`src/rtl/ctrl_pkg.sv`:
```
// Shared types and opcode helpers for the fetch/decode/execute sequencer.
package ctrl_pkg;

  // Controller state; also exported on the debug port of seq_controller.
  typedef enum logic [2:0] {
    IDLE   = 3'd0,
    FETCH  = 3'd1,
    DECODE = 3'd2,
    EXEC   = 3'd3,
    ERROR  = 3'd4
  } state_t;

  // HALT is the all-ones opcode for the given opcode width.
  function automatic int halt_code(input int op_w);
    return (1 << op_w) - 1;
  endfunction

  // JMP sits just below HALT.
  function automatic int jmp_code(input int op_w);
    return halt_code(op_w) - 1;
  endfunction

  // Instruction word is {opcode, a, b}.
  function automatic int instr_width(input int op_w, input int data_w);
    return op_w + 2 * data_w;
  endfunction

endpackage

```
`src/rtl/ctrl_watchdog.sv`:
```
// Cycle counter that flags when an EXEC phase has lasted TIMEOUT cycles.
// The count reads 0 in the first counted cycle and expired is high while
// the count equals TIMEOUT-1.
module ctrl_watchdog #(
  parameter int TIMEOUT = 16
) (
  input  logic clk,
  input  logic reset,
  input  logic clear,
  input  logic count_en,
  output logic expired
);

  localparam int CW = (TIMEOUT > 2) ? $clog2(TIMEOUT) : 1;
  localparam logic [CW-1:0] LAST = CW'(TIMEOUT - 1);

  logic [CW-1:0] count;

  // Count up while enabled; clear has priority so the next EXEC starts at 0.
  always_ff @(posedge clk) begin
    if (reset) begin
      count <= '0;
    end else if (clear) begin
      count <= '0;
    end else if (count_en) begin
      count <= count + CW'(1);
    end
  end

  assign expired = (count == LAST);

endmodule

```
`src/rtl/seq_controller.sv`:
```
// Fetch/decode/execute sequencer driving an ALU-style datapath from a
// synchronous (1-cycle read latency) instruction memory.
//
// Datapath handshake: start is a one-cycle pulse in the first EXEC cycle;
// enable is high for every EXEC cycle; the datapath answers with done,
// which is only looked at in EXEC (done in the start cycle is a legal
// single-cycle op). Leaving EXEC for any reason (done, watchdog, abort,
// reset) drops enable in the next cycle, so the datapath must tolerate
// an op being abandoned.
//
// The JMP target is taken from the low ADDR_W bits of operand a, so
// ADDR_W must not exceed DATA_W.
module seq_controller
  import ctrl_pkg::*;
#(
  parameter int DATA_W  = 8,
  parameter int OP_W    = 4,
  parameter int ADDR_W  = 5,
  parameter int NUM_OPS = 4,
  parameter int TIMEOUT = 16,
  localparam int INSTR_W = instr_width(OP_W, DATA_W)
) (
  input  logic               clk,
  input  logic               reset,
  input  logic               go,
  input  logic               abort,
  input  logic [INSTR_W-1:0] instr,
  input  logic               done,
  output logic [ADDR_W-1:0]  pc,
  output logic               start,
  output logic               enable,
  output logic [OP_W-1:0]    opcode,
  output logic [DATA_W-1:0]  a,
  output logic [DATA_W-1:0]  b,
  output logic               busy,
  output logic               halted,
  output logic               invalid_opcode,
  output logic               timeout,
  output state_t             state
);

  localparam logic [OP_W-1:0] HALT_OP = OP_W'(halt_code(OP_W));
  localparam logic [OP_W-1:0] JMP_OP  = OP_W'(jmp_code(OP_W));
  localparam logic [OP_W-1:0] OPS_LIM = OP_W'(NUM_OPS);

  state_t state_q;
  state_t state_next;

  logic [OP_W-1:0]   dec_op;
  logic [DATA_W-1:0] dec_a;
  logic [DATA_W-1:0] dec_b;
  logic              wd_clear;
  logic              wd_count_en;
  logic              wd_expired;

  assign dec_op = instr[INSTR_W-1 -: OP_W];
  assign dec_a  = instr[2*DATA_W-1 -: DATA_W];
  assign dec_b  = instr[DATA_W-1:0];

  // Watchdog only runs while staying in EXEC; everything else holds it at 0.
  assign wd_count_en = (state_q == EXEC);
  assign wd_clear    = (state_q != EXEC) || (state_next != EXEC);

  ctrl_watchdog #(
    .TIMEOUT (TIMEOUT)
  ) u_watchdog (
    .clk      (clk),
    .reset    (reset),
    .clear    (wd_clear),
    .count_en (wd_count_en),
    .expired  (wd_expired)
  );

  // State register.
  always_ff @(posedge clk) begin
    if (reset) begin
      state_q <= IDLE;
    end else begin
      state_q <= state_next;
    end
  end

  // Next-state decode; abort overrides every other transition.
  always_comb begin
    state_next = state_q;
    case (state_q)
      IDLE, ERROR: begin
        if (go) state_next = FETCH;
      end
      FETCH: begin
        state_next = DECODE;
      end
      DECODE: begin
        if (dec_op == HALT_OP)     state_next = IDLE;
        else if (dec_op == JMP_OP) state_next = FETCH;
        else if (dec_op < OPS_LIM) state_next = EXEC;
        else                       state_next = ERROR;
      end
      EXEC: begin
        if (done)            state_next = FETCH;
        else if (wd_expired) state_next = ERROR;
      end
      default: begin
        state_next = IDLE;
      end
    endcase
    if (abort) state_next = IDLE;
  end

  // Program counter, latched instruction fields, start pulse and sticky flags.
  always_ff @(posedge clk) begin
    if (reset) begin
      pc             <= '0;
      opcode         <= '0;
      a              <= '0;
      b              <= '0;
      start          <= 1'b0;
      halted         <= 1'b0;
      invalid_opcode <= 1'b0;
      timeout        <= 1'b0;
    end else begin
      start <= (state_q == DECODE) && (state_next == EXEC);
      if (!abort) begin
        case (state_q)
          IDLE, ERROR: begin
            if (go) begin
              pc             <= '0;
              halted         <= 1'b0;
              invalid_opcode <= 1'b0;
              timeout        <= 1'b0;
            end
          end
          DECODE: begin
            opcode <= dec_op;
            a      <= dec_a;
            b      <= dec_b;
            if (dec_op == HALT_OP)      halted         <= 1'b1;
            else if (dec_op == JMP_OP)  pc             <= dec_a[ADDR_W-1:0];
            else if (dec_op >= OPS_LIM) invalid_opcode <= 1'b1;
          end
          EXEC: begin
            if (done)            pc      <= pc + ADDR_W'(1);
            else if (wd_expired) timeout <= 1'b1;
          end
          default: begin
          end
        endcase
      end
    end
  end

  assign enable = (state_q == EXEC);
  assign busy   = (state_q == FETCH) || (state_q == DECODE) || (state_q == EXEC);
  assign state  = state_q;

endmodule
```
`config.mk`:
```
export PLATFORM = sky130hd
export DESIGN_NAME = seq_controller
export DESIGN_NICKNAME = d
export VERILOG_FILES = /design/src/rtl/ctrl_pkg.sv /design/src/rtl/ctrl_watchdog.sv /design/src/rtl/seq_controller.sv
export SDC_FILE = /design/constraint.sdc
export NUM_CORES = 1
export LEC_CHECK = 0
export BUFFER_PORTS_ARGS = -buffer_cell sky130_fd_sc_hd__buf_2
export CORE_UTILIZATION = 45
export CTS_CLUSTER_DIAMETER = 60
export DETAILED_ROUTE_END_ITERATION = 10
export HOLD_SLACK_MARGIN = 0.08
export PLACE_DENSITY = 0.76
export SLEW_MARGIN = 15
export SYNTH_ARGS = -nofsm -noshare
export SYNTH_HDL_FRONTEND = slang
export SYNTH_SLANG_ARGS = --single-unit
```
`constraint.sdc`:
```
create_clock -name clk -period 2.3 [get_ports clk]
set_clock_uncertainty 0.1 [all_clocks]
set_input_delay 0.46 -clock clk [delete_from_list [all_inputs] [get_ports clk]]
set_output_delay 0.46 -clock clk [all_outputs]
set_load 0.01 [all_outputs]
```
==> results by group, run 1 <==
STA
  • Final slew viol count: 0
  • Setup TNS: 0 ns
  • Unrepaired setup endpoints after global routing: false
  • Max-slew headroom: 49.1%
  • Min Tclk post-route: 1.98 ns
  • Final Hold Vio Count: 0
  • Crit share post-route: 85.9%
  • Setup violations, final: 0
  • Max Clk Rate: 506 MHz
  • Slew @ Worst Pin: 0.761 ns
  • Hold Slack: 0.249 ns

Place
  • Routability cong.: 0.860
  • Port buffer count: 58
  • Placed Cells: 291
  • Hpwl dp: 2.57 mm

Floorplan
  • Die height: 60.9 um
  • FP Rows: 21
  • DIE AREA: 3710 sq um
  • Die width: 60.9 um
  • Core area: 3340 sq um
  • Effective utilization at floorplan: 46.8%
  • Top Ports: 59

Flow run
  • Max-cap violation count: 0

Power and ir drop
  • Power share of the combinational group: 8.5%
  • Peak supply drop: 0.000429 V
  • Seq pwr share: 58.9%
  • Sw Ratio: 24.0%
  • Internal: 0.818 mW
  • PD cells: 550 nW/um^2
  • Clock power share: 32.5%
  • P_sw: 0.258 mW
  • Static Leak: 0.835 nW

Synthesis
  • Post-synthesis sequential area ratio: 46.2%
  • Cell Area, Synth: 1560 sq um
  • Syn_nets: 221
  • Synth Area per Inst: 8.05 sq um
  • Post-Synthesis Cells: 194
  • Post-synth top flop: dfxtp_1
  • Yosys reg bits: 36
  • Ys async rst share: 0%
  • Post-synth EDFFs: 0
  • Netlist cell types: 39
  • Yosys warns: 0

Clock network
  • Max clock buf depth: 2
  • Worst skew pair latency: 0.34 ns
  • # H-tree levels: 2
  • TritonCTS clock tree: built
  • TritonCTS buffer count: 5
  • Clk slew on worst S/H paths: 0.11 ns
  • Post-CTS Repair Setup Buffers: 0
  • CTS sink cnt: 36
  • Clock root buffer: clkbuf_4

Global routing
  • First-pass GRT wire length: 5.54 mm
  • Largest net degree at the start of global routing: 28
  • Initial antenna violation count: 0
  • Grt ovf: 0
  • Number of global-route vias before repair: 1299
  • GRT Overall Usage: 20.5%

Setup path
  • Worst-path cell with the longest stage delay: dfxtp_2
  • CP max stage delay: 0.57 ns
  • Worst Setup End Kind: output pin
  • Setup crit start kind: flip-flop
  • CP Cell Sequence: nand3b_1 > inv_1 > buf_2
  • CP Data Arrival Time: 1.42 ns
  • CP Max Fanout: 20
  • CP Class: reg -> out
  • CP Data Required Time: 1.74 ns
  • CP top delay family: flip-flops
  • Buffers & Inverters on Critical Path: 2

Detailed routing
  • Via/cell ratio: 5.13
  • Via count: 1535
  • DRC errors left: 0
  • Drt initial violations: 56
  • Remaining antenna violation count: 0
  • First-pass detailed-route iteration total: 4
  • WL final: 3.53 mm
  • Routed length per instance: 11.8 um

Outcome
  • Status: finished clean

Final layout
  • Nets@finish: 279
  • Post-route insts no fill: 299
  • Reg area: 722 sq um
  • Final design utilization: 58.6%
  • Multi-input gate area: 771 sq um
  • Fill count: 346
  • Layout cells sized above 1: 28.9%
  • Diodes inserted: 0
  • Area growth from synthesis to layout: 25.2%

Hold path
  • Hold Path Class: in -> reg
-- flip-flops by register name (all words and copies together) (netlist names) --
name,cells
opcode,4
b,8
a,8
pc,5
timeout,1
start,1
u_watchdog.count,4
invalid_opcode,1
state,3
halted,1
-- cells in the mapped netlist (2+ instances only) --
master    number  area share, %
a31oi_1        2           0.80
nor4_1         2           0.80
o32ai_1        2            1.1
a21oi_1       25            8.0
nand3_1        6            1.9
nor2_1        15            3.6
nand4b_1       2            1.1
dfxtp_1       36             46
ha_1           2            1.6
xnor2_1        3            1.7
buf_2          5            1.6
inv_1          7            1.7
clkbuf_1       4           0.96
nor2b_1        2           0.80
mux2i_1        4            2.6
nand2_1       45             11
a32o_1         2            1.3
nor3_1         6            1.9
o21ai_0        4            1.3
-- logic make-up after synthesis --
kind of cell | after synthesis | share of synthesized area, %
buffers and inverters | 18 | 5.21
AND/OR/NAND/NOR | 86 | 24.8
AO/OA/AOI/OAI | 44 | 17.4
multiplexers | 4 | 2.56
flip-flops | 36 | 46.2
XOR/XNOR | 4 | 2.24
adder cells (fa/ha/maj) | 2 | 1.60
-- per-layer routing --
metal | wire length [um] | share of wire (%) | global-route usage, %
met1 | 1650 | 47 | 25.9
met2 | 1610 | 45 | 31.6
met3 | 244 | 6.9 | 9.38
met4 | 32 | 0.91 | 5.84
met5 | 0 | 0 | 0
-- stage by stage --
step / total power, mW / setup slack, ns / cell area (sq um)
final: 1.08 / 0.324 / 1960
after global routing: 1.12 / 0.177 / 1960
after CTS: 1.08 / 0.0779 / 1950
after detailed placement: 0.739 / 0.270 / 1890
after global placement: 0.739 / 0.309 / 1890
after floorplan: 0.695 / 0.611 / 1560
-- power groups by stage --
| stage | Combinational (mW) | Clock, mW | Sequential [mW] |
|---|---|---|---|
| after floorplan | 0.0476 | 0 | 0.648 |
| after global placement | 0.0909 | 0 | 0.648 |
| after detailed placement | 0.0905 | 0 | 0.648 |
| after CTS | 0.0911 | 0.358 | 0.634 |
| after global routing | 0.102 | 0.386 | 0.636 |
| final | 0.0918 | 0.350 | 0.634 |
-- tightest hold or removal path, cell delays in order --
cell and delay, ns:
buf_2 0.09, nand2_1 0.04, a21oi_1 0.05
-- cells in the final DEF (no fill, tap or decap), types with 3 or more instances in the layout --
cell type | synthesis | routed
clkbuf_4 | 0 | 5
inv_1 | 7 | 7
dfxtp_1 | 36 | 35
buf_4 | 0 | 4
buf_2 | 5 | 58
nor3_1 | 6 | 5
nor2_1 | 15 | 15
nand2_1 | 45 | 45
xnor2_1 | 3 | 3
mux2i_1 | 4 | 4
nand3_1 | 6 | 6
o21ai_0 | 4 | 4
a21oi_1 | 25 | 25
-- layout make-up --
type                            instances  share of cell area [%]
Multi-Input combinational cell        140                    39.4
Sequential cell                        36                    36.9
Timing Repair Buffer                   62                    16.4
Clock buffer                            8                    3.01
Tap cell                               46                    2.94
Inverter                                7                    1.34
-- repair_timing --
| action | CTS | global route |
|---|---|---|
| hold buffers | 0 | 0 |
| setup endpoints to repair | 0 | 1 |
| resized for setup | 0 | 1 |
-- worst paths after layout --
kind / start / end / slack [ns] / cells after the start
worst max-delay path: state[0]$_SDFF_PP0_ / enable / 0.32 / 3
worst min-delay path: instr[14] / a[6]$_SDFFE_PP0P_ / 0.25 / 3
worst max register to register: state[2]$_SDFF_PP0_ / b[2]$_SDFFE_PP0P_ / 0.39 / 5
worst min register to register: a[2]$_SDFFE_PP0P_ / a[2]$_SDFFE_PP0P_ / 0.36 / 2
No activity file was read; power rests on OpenSTA's default activity.
==> run 2, diff against run 1 <==
--- a/config.mk
+++ b/config.mk
@@ -6,6 +6,7 @@
 export NUM_CORES = 1
 export LEC_CHECK = 0
 export BUFFER_PORTS_ARGS = -buffer_cell sky130_fd_sc_hd__buf_2
+export CORE_MARGIN = 2
 export CORE_UTILIZATION = 45
 export CTS_CLUSTER_DIAMETER = 60
 export DETAILED_ROUTE_END_ITERATION = 10
==> results by group, run 2 (synthesis gave the netlist of run 1 again) <==
Setup path
  • Register-to-Register Setup Slack: 0.37 ns
  • Worst-path cell with the longest stage delay: dfxtp_2
  • CP Data Arrival Time: 1.42 ns
  • Worst Setup End Kind: output pin
  • CP Max Fanout: 20
  • CP Class: reg -> out
  • Setup crit start kind: flip-flop
  • Setup crit start: state[0]$_SDFF_PP0_
  • CP max stage delay: 0.58 ns
  • CP top delay family: flip-flops
  • CP Data Required Time: 1.74 ns
  • Register-to-Register Path Depth: 5
  • Worst R2R Start: state[2]$_SDFF_PP0_
  • Buffers & Inverters on Critical Path: 2
  • Critical path depth: 3
  • CP Cell Sequence: nand3b_1 > inv_1 > buf_2

Global routing
  • Grt ovf: 0
  • GRT Overall Usage: 19.6%
  • First-pass GRT wire length: 6.12 mm
  • Largest net degree at the start of global routing: 28
  • Number of global-route vias before repair: 1342
  • Initial antenna violation count: 0

Clock network
  • CTS sink cnt: 36
  • Post-CTS Hold Fix Bufs: 0
  • Clock root buffer: clkbuf_4
  • TritonCTS clock tree: built
  • TritonCTS buffer count: 5
  • Clk slew on worst S/H paths: 0.10 ns
  • Worst skew pair latency: 0.35 ns
  • Post-CTS Repair Setup Buffers: 0
  • # H-tree levels: 2
  • Post_cts resized: 0
  • Max clock buf depth: 2

Floorplan
  • Top Ports: 59
  • Die height: 62.9 um
  • Die width: 62.9 um
  • Core area: 3340 sq um
  • Effective utilization at floorplan: 46.8%
  • DIE AREA: 3960 sq um
  • FP Rows: 21

STA
  • Unrepaired setup endpoints after global routing: false
  • Final Hold Vio Count: 0
  • Final slew viol count: 0
  • Crit share post-route: 86.1%
  • Max Clk Rate: 505 MHz
  • Max-slew headroom: 50.4%
  • Setup TNS: 0 ns
  • Setup violations, final: 0
  • Min Tclk post-route: 1.98 ns
  • Slew @ Worst Pin: 0.741 ns
  • Hold Slack: 0.232 ns

Detailed routing
  • Via count: 1508
  • DRC errors left: 0
  • WL final: 3.70 mm
  • Routed length per instance: 12.4 um
  • Drt initial violations: 60
  • Via/cell ratio: 5.06
  • Remaining antenna violation count: 0
  • First-pass detailed-route iteration total: 4

Place
  • Routability cong.: 0.854
  • Hpwl dp: 2.69 mm
  • Port buffer count: 58

Final layout
  • Most common cell after layout, fill and taps aside: buf_2
  • Area growth from synthesis to layout: 24.4%
  • Diodes inserted: 0
  • Fill count: 354
  • Top Registers: a (8), b (8), pc (5)
  • Nets@finish: 279
  • Commonest cells after routing, fill and taps aside: 58 x buf_2, 45 x nand2_1, 35 x dfxtp_1
  • Layout cells sized above 1: 29.0%

Hold path
  • Hold path startpoint: instr[1]
  • Hold Path Class: in -> reg
  • Hold Path Cell Cnt: 3

Power and ir drop
  • PD cells: 537 nW/um^2
  • Static Leak: 0.831 nW
  • Peak supply drop: 0.000353 V

Outcome
  • Status: finished clean

Flow run
  • Max-cap violation count: 0
run 2: worst paths after layout:
| kind | end |
|---|---|
| worst max-delay path | enable |
| worst min-delay path | b[1]$_SDFFE_PP0P_ |
| worst max register to register | b[7]$_SDFFE_PP0P_ |
| worst min register to register | a[7]$_SDFFE_PP0P_ |
run 2: power breakdown:
part           total, mW  internal, mW  switching (mW)
Sequential         0.634         0.628         0.00652
Clock              0.317         0.112           0.204
Combinational     0.0915        0.0391          0.0524
run 2: per-layer routing:
layer	vias up	wire length [um]	track usage [%]
met5	-	0	0
met4	0	74	10.0
met3	7	251	5.95
met2	49	1640	29.7
met1	671	1740	25.2
li1	781	-	-
run 2: stage by stage:
| stage | power (mW) | setup slack [ns] | util [%] | cell area, sq um | instances |
|---|---|---|---|---|---|
| after floorplan | 0.695 | 0.611 | - | 1560 | 194 |
| after global placement | 0.739 | 0.311 | 56.6 | 1890 | 291 |
| after detailed placement | 0.739 | 0.239 | 56.6 | 1890 | 291 |
| after CTS | 1.05 | 0.0784 | 58.0 | 1940 | 298 |
| after global routing | 1.10 | 0.166 | 58.2 | 1940 | 298 |
| final | 1.04 | 0.320 | 58.2 | 1940 | 298 |
run 2: tightest hold or removal path, stage by stage:
cell and delay [ns]:
buf_2 0.09, nand2_1 0.04, a21oi_1 0.05
run 2: cell type report:
cell class                      count  area, sq um  area share [%]
Timing Repair Buffer               62          320            16.5
Multi-Input combinational cell    140          771            39.7
Clock buffer                        6         41.3            2.12
Sequential cell                    36          722            37.2
Tap cell                           46         57.6            2.96
Clock inverter                      1         5.00           0.258
Inverter                            7         26.3            1.35
==> run 3, diff against run 2 <==
--- a/config.mk
+++ b/config.mk
@@ -12,7 +12,7 @@
 export DETAILED_ROUTE_END_ITERATION = 10
 export HOLD_SLACK_MARGIN = 0.08
 export PLACE_DENSITY = 0.76
-export SLEW_MARGIN = 15
+export REMOVE_ABC_BUFFERS = 1
 export SYNTH_ARGS = -nofsm -noshare
 export SYNTH_HDL_FRONTEND = slang
 export SYNTH_SLANG_ARGS = --single-unit
==> results by group, run 3 (synthesis gave the netlist of run 1 again) <==
Clock network
  • # H-tree levels: 2
  • Max clock buf depth: 2
  • Post-CTS Hold Fix Bufs: 0
  • Clock root buffer: clkbuf_4
  • CTS sink cnt: 36
  • TritonCTS buffer count: 5
  • Clk slew on worst S/H paths: 0.11 ns
  • Worst skew pair latency: 0.35 ns
  • Post_cts resized: 0
  • TritonCTS clock tree: built
  • Post-CTS Repair Setup Buffers: 0

Power and ir drop
  • Seq pwr share: 59.9%
  • Power share of the combinational group: 8.6%
  • Internal: 0.783 mW
  • Peak supply drop: 0.000354 V
  • Static Leak: 0.835 nW
  • P_sw: 0.274 mW
  • Clock power share: 31.5%
  • PD cells: 545 nW/um^2
  • Sw Ratio: 25.9%
  • Power Total: 1.06 mW

Floorplan
  • Die height: 62.9 um
  • Effective utilization at floorplan: 46.8%
  • Die width: 62.9 um
  • Core area: 3340 sq um
  • Top Ports: 59
  • DIE AREA: 3960 sq um
  • FP Rows: 21

Final layout
  • Commonest cells after routing, fill and taps aside: 58 x buf_2, 45 x nand2_1, 36 x dfxtp_1
  • Top Registers: a (8), b (8), pc (5)
  • Final design utilization: 58.1%
  • Fill count: 327
  • Nets@finish: 278
  • Multi-input gate area: 764 sq um
  • Area growth from synthesis to layout: 24.1%
  • Diodes inserted: 0
  • Most common cell after layout, fill and taps aside: buf_2
  • Layout cells sized above 1: 29.0%
  • Post-route insts no fill: 298
  • Reg area: 721 sq um

Global routing
  • Initial antenna violation count: 0
  • Largest net degree at the start of global routing: 28
  • First-pass GRT wire length: 6.38 mm
  • Number of global-route vias before repair: 1398
  • GRT Overall Usage: 20.2%
  • Grt ovf: 0

Setup path
  • CP Max Fanout: 15
  • CP Class: reg -> out
  • CP Data Required Time: 1.74 ns
  • CP max stage delay: 0.60 ns
  • CP top delay family: flip-flops
  • CP Cell Sequence: nand3b_1 > inv_1 > buf_2
  • CP Data Arrival Time: 1.44 ns
  • Setup crit start kind: flip-flop
  • Worst-path cell with the longest stage delay: dfxtp_1
  • Buffers & Inverters on Critical Path: 2
  • Worst Setup End Kind: output pin

Place
  • Hpwl dp: 2.76 mm
  • Port buffer count: 58
  • Routability cong.: 0.855
  • Placed Cells: 290

Detailed routing
  • WL met1: 1.63 mm
  • Via count: 1529
  • Top Metal Used: met4
  • First-pass detailed-route iteration total: 4
  • Routed length on met2: 1.77 mm
  • Metal3 WL: 175 um
  • Routed length per instance: 12.3 um
  • WL final: 3.68 mm
  • DRC errors left: 0
  • Drt initial violations: 54
  • Via/cell ratio: 5.13
  • Remaining antenna violation count: 0

STA
  • Min Tclk post-route: 2.00 ns
  • Slew @ Worst Pin: 0.625 ns
  • Setup violations, final: 0
  • Unrepaired setup endpoints after global routing: false
  • Final Hold Vio Count: 0
  • Max-slew headroom: 58.4%
  • Final slew viol count: 0
  • Crit share post-route: 86.8%
  • Hold Slack: 0.230 ns
  • Max Clk Rate: 501 MHz
  • Setup TNS: 0 ns

Hold path
  • Hold Path Class: in -> reg

Flow run
  • Max-cap violation count: 0

Outcome
  • Status: finished clean
==> run 3: cell count changes in the layout (fill, tap and decap cells not counted) <==
cell,delta
dfxtp_1,+1
clkinv_2,+1
buf_4,-1
nor3_4,-1
nor3_2,+1
clkbuf_1,-1
clkinv_4,+1
dfxtp_2,-1
==> run 3: metrics by stage <==
stage               cell area, sq um  setup WS, ns
floorplan                       1510        0.0887
global placement                1880         0.369
detailed placement              1880         0.261
CTS                             1940         0.271
global route                    1940         0.172
finish                          1940         0.304
==> run 3: area by class of cell <==
type                       count  area share [%]
clock buffer                   5            1.94
clock inverter                 3           0.968
inverter                       7            1.36
multi-input combinational    140            39.4
sequential                    36            37.2
tap                           46            2.97
timing repair buffer          61            16.1
==> run 3: metal layers <==
metal / vias up / global-route usage, %
li1: 783 / -
met1: 692 / 24.4
met4: 0 / 11.4
met5: - / 0
met3: 13 / 4.68
met2: 41 / 32.8
==> run 3: worst register-to-register path, stage by stage, from the launching register on <==
cell	delay (ns)
dfxtp_1	0.52
nand2b_1	0.27
or3_1	0.66
nand2_1	0.18
a21oi_1	0.07
==> run 3: power by group through the flow <==
stage / clock network, mW / registers [mW] / logic [mW]
floorplan: 0 / 0.651 / 0.0357
global placement: 0 / 0.647 / 0.0897
detailed placement: 0 / 0.647 / 0.0909
CTS: 0.347 / 0.633 / 0.0911
global route: 0.374 / 0.635 / 0.103
finish: 0.333 / 0.633 / 0.0912
==> run 3: worst paths after layout <==
path                                                       start                                to  slack (ns)  depth (start not counted)
worst max-delay path                         state[0]$_SDFF_PP0_                            enable        0.30                          3
worst min-delay path                                    instr[0]                 b[0]$_SDFFE_PP0P_        0.23                          3
worst max register to register               state[1]$_SDFF_PP0_                 a[7]$_SDFFE_PP0P_        0.39                          4
worst min register to register  u_watchdog.count[0]$_SDFFE_PP0N_  u_watchdog.count[0]$_SDFFE_PP0N_        0.36                          1
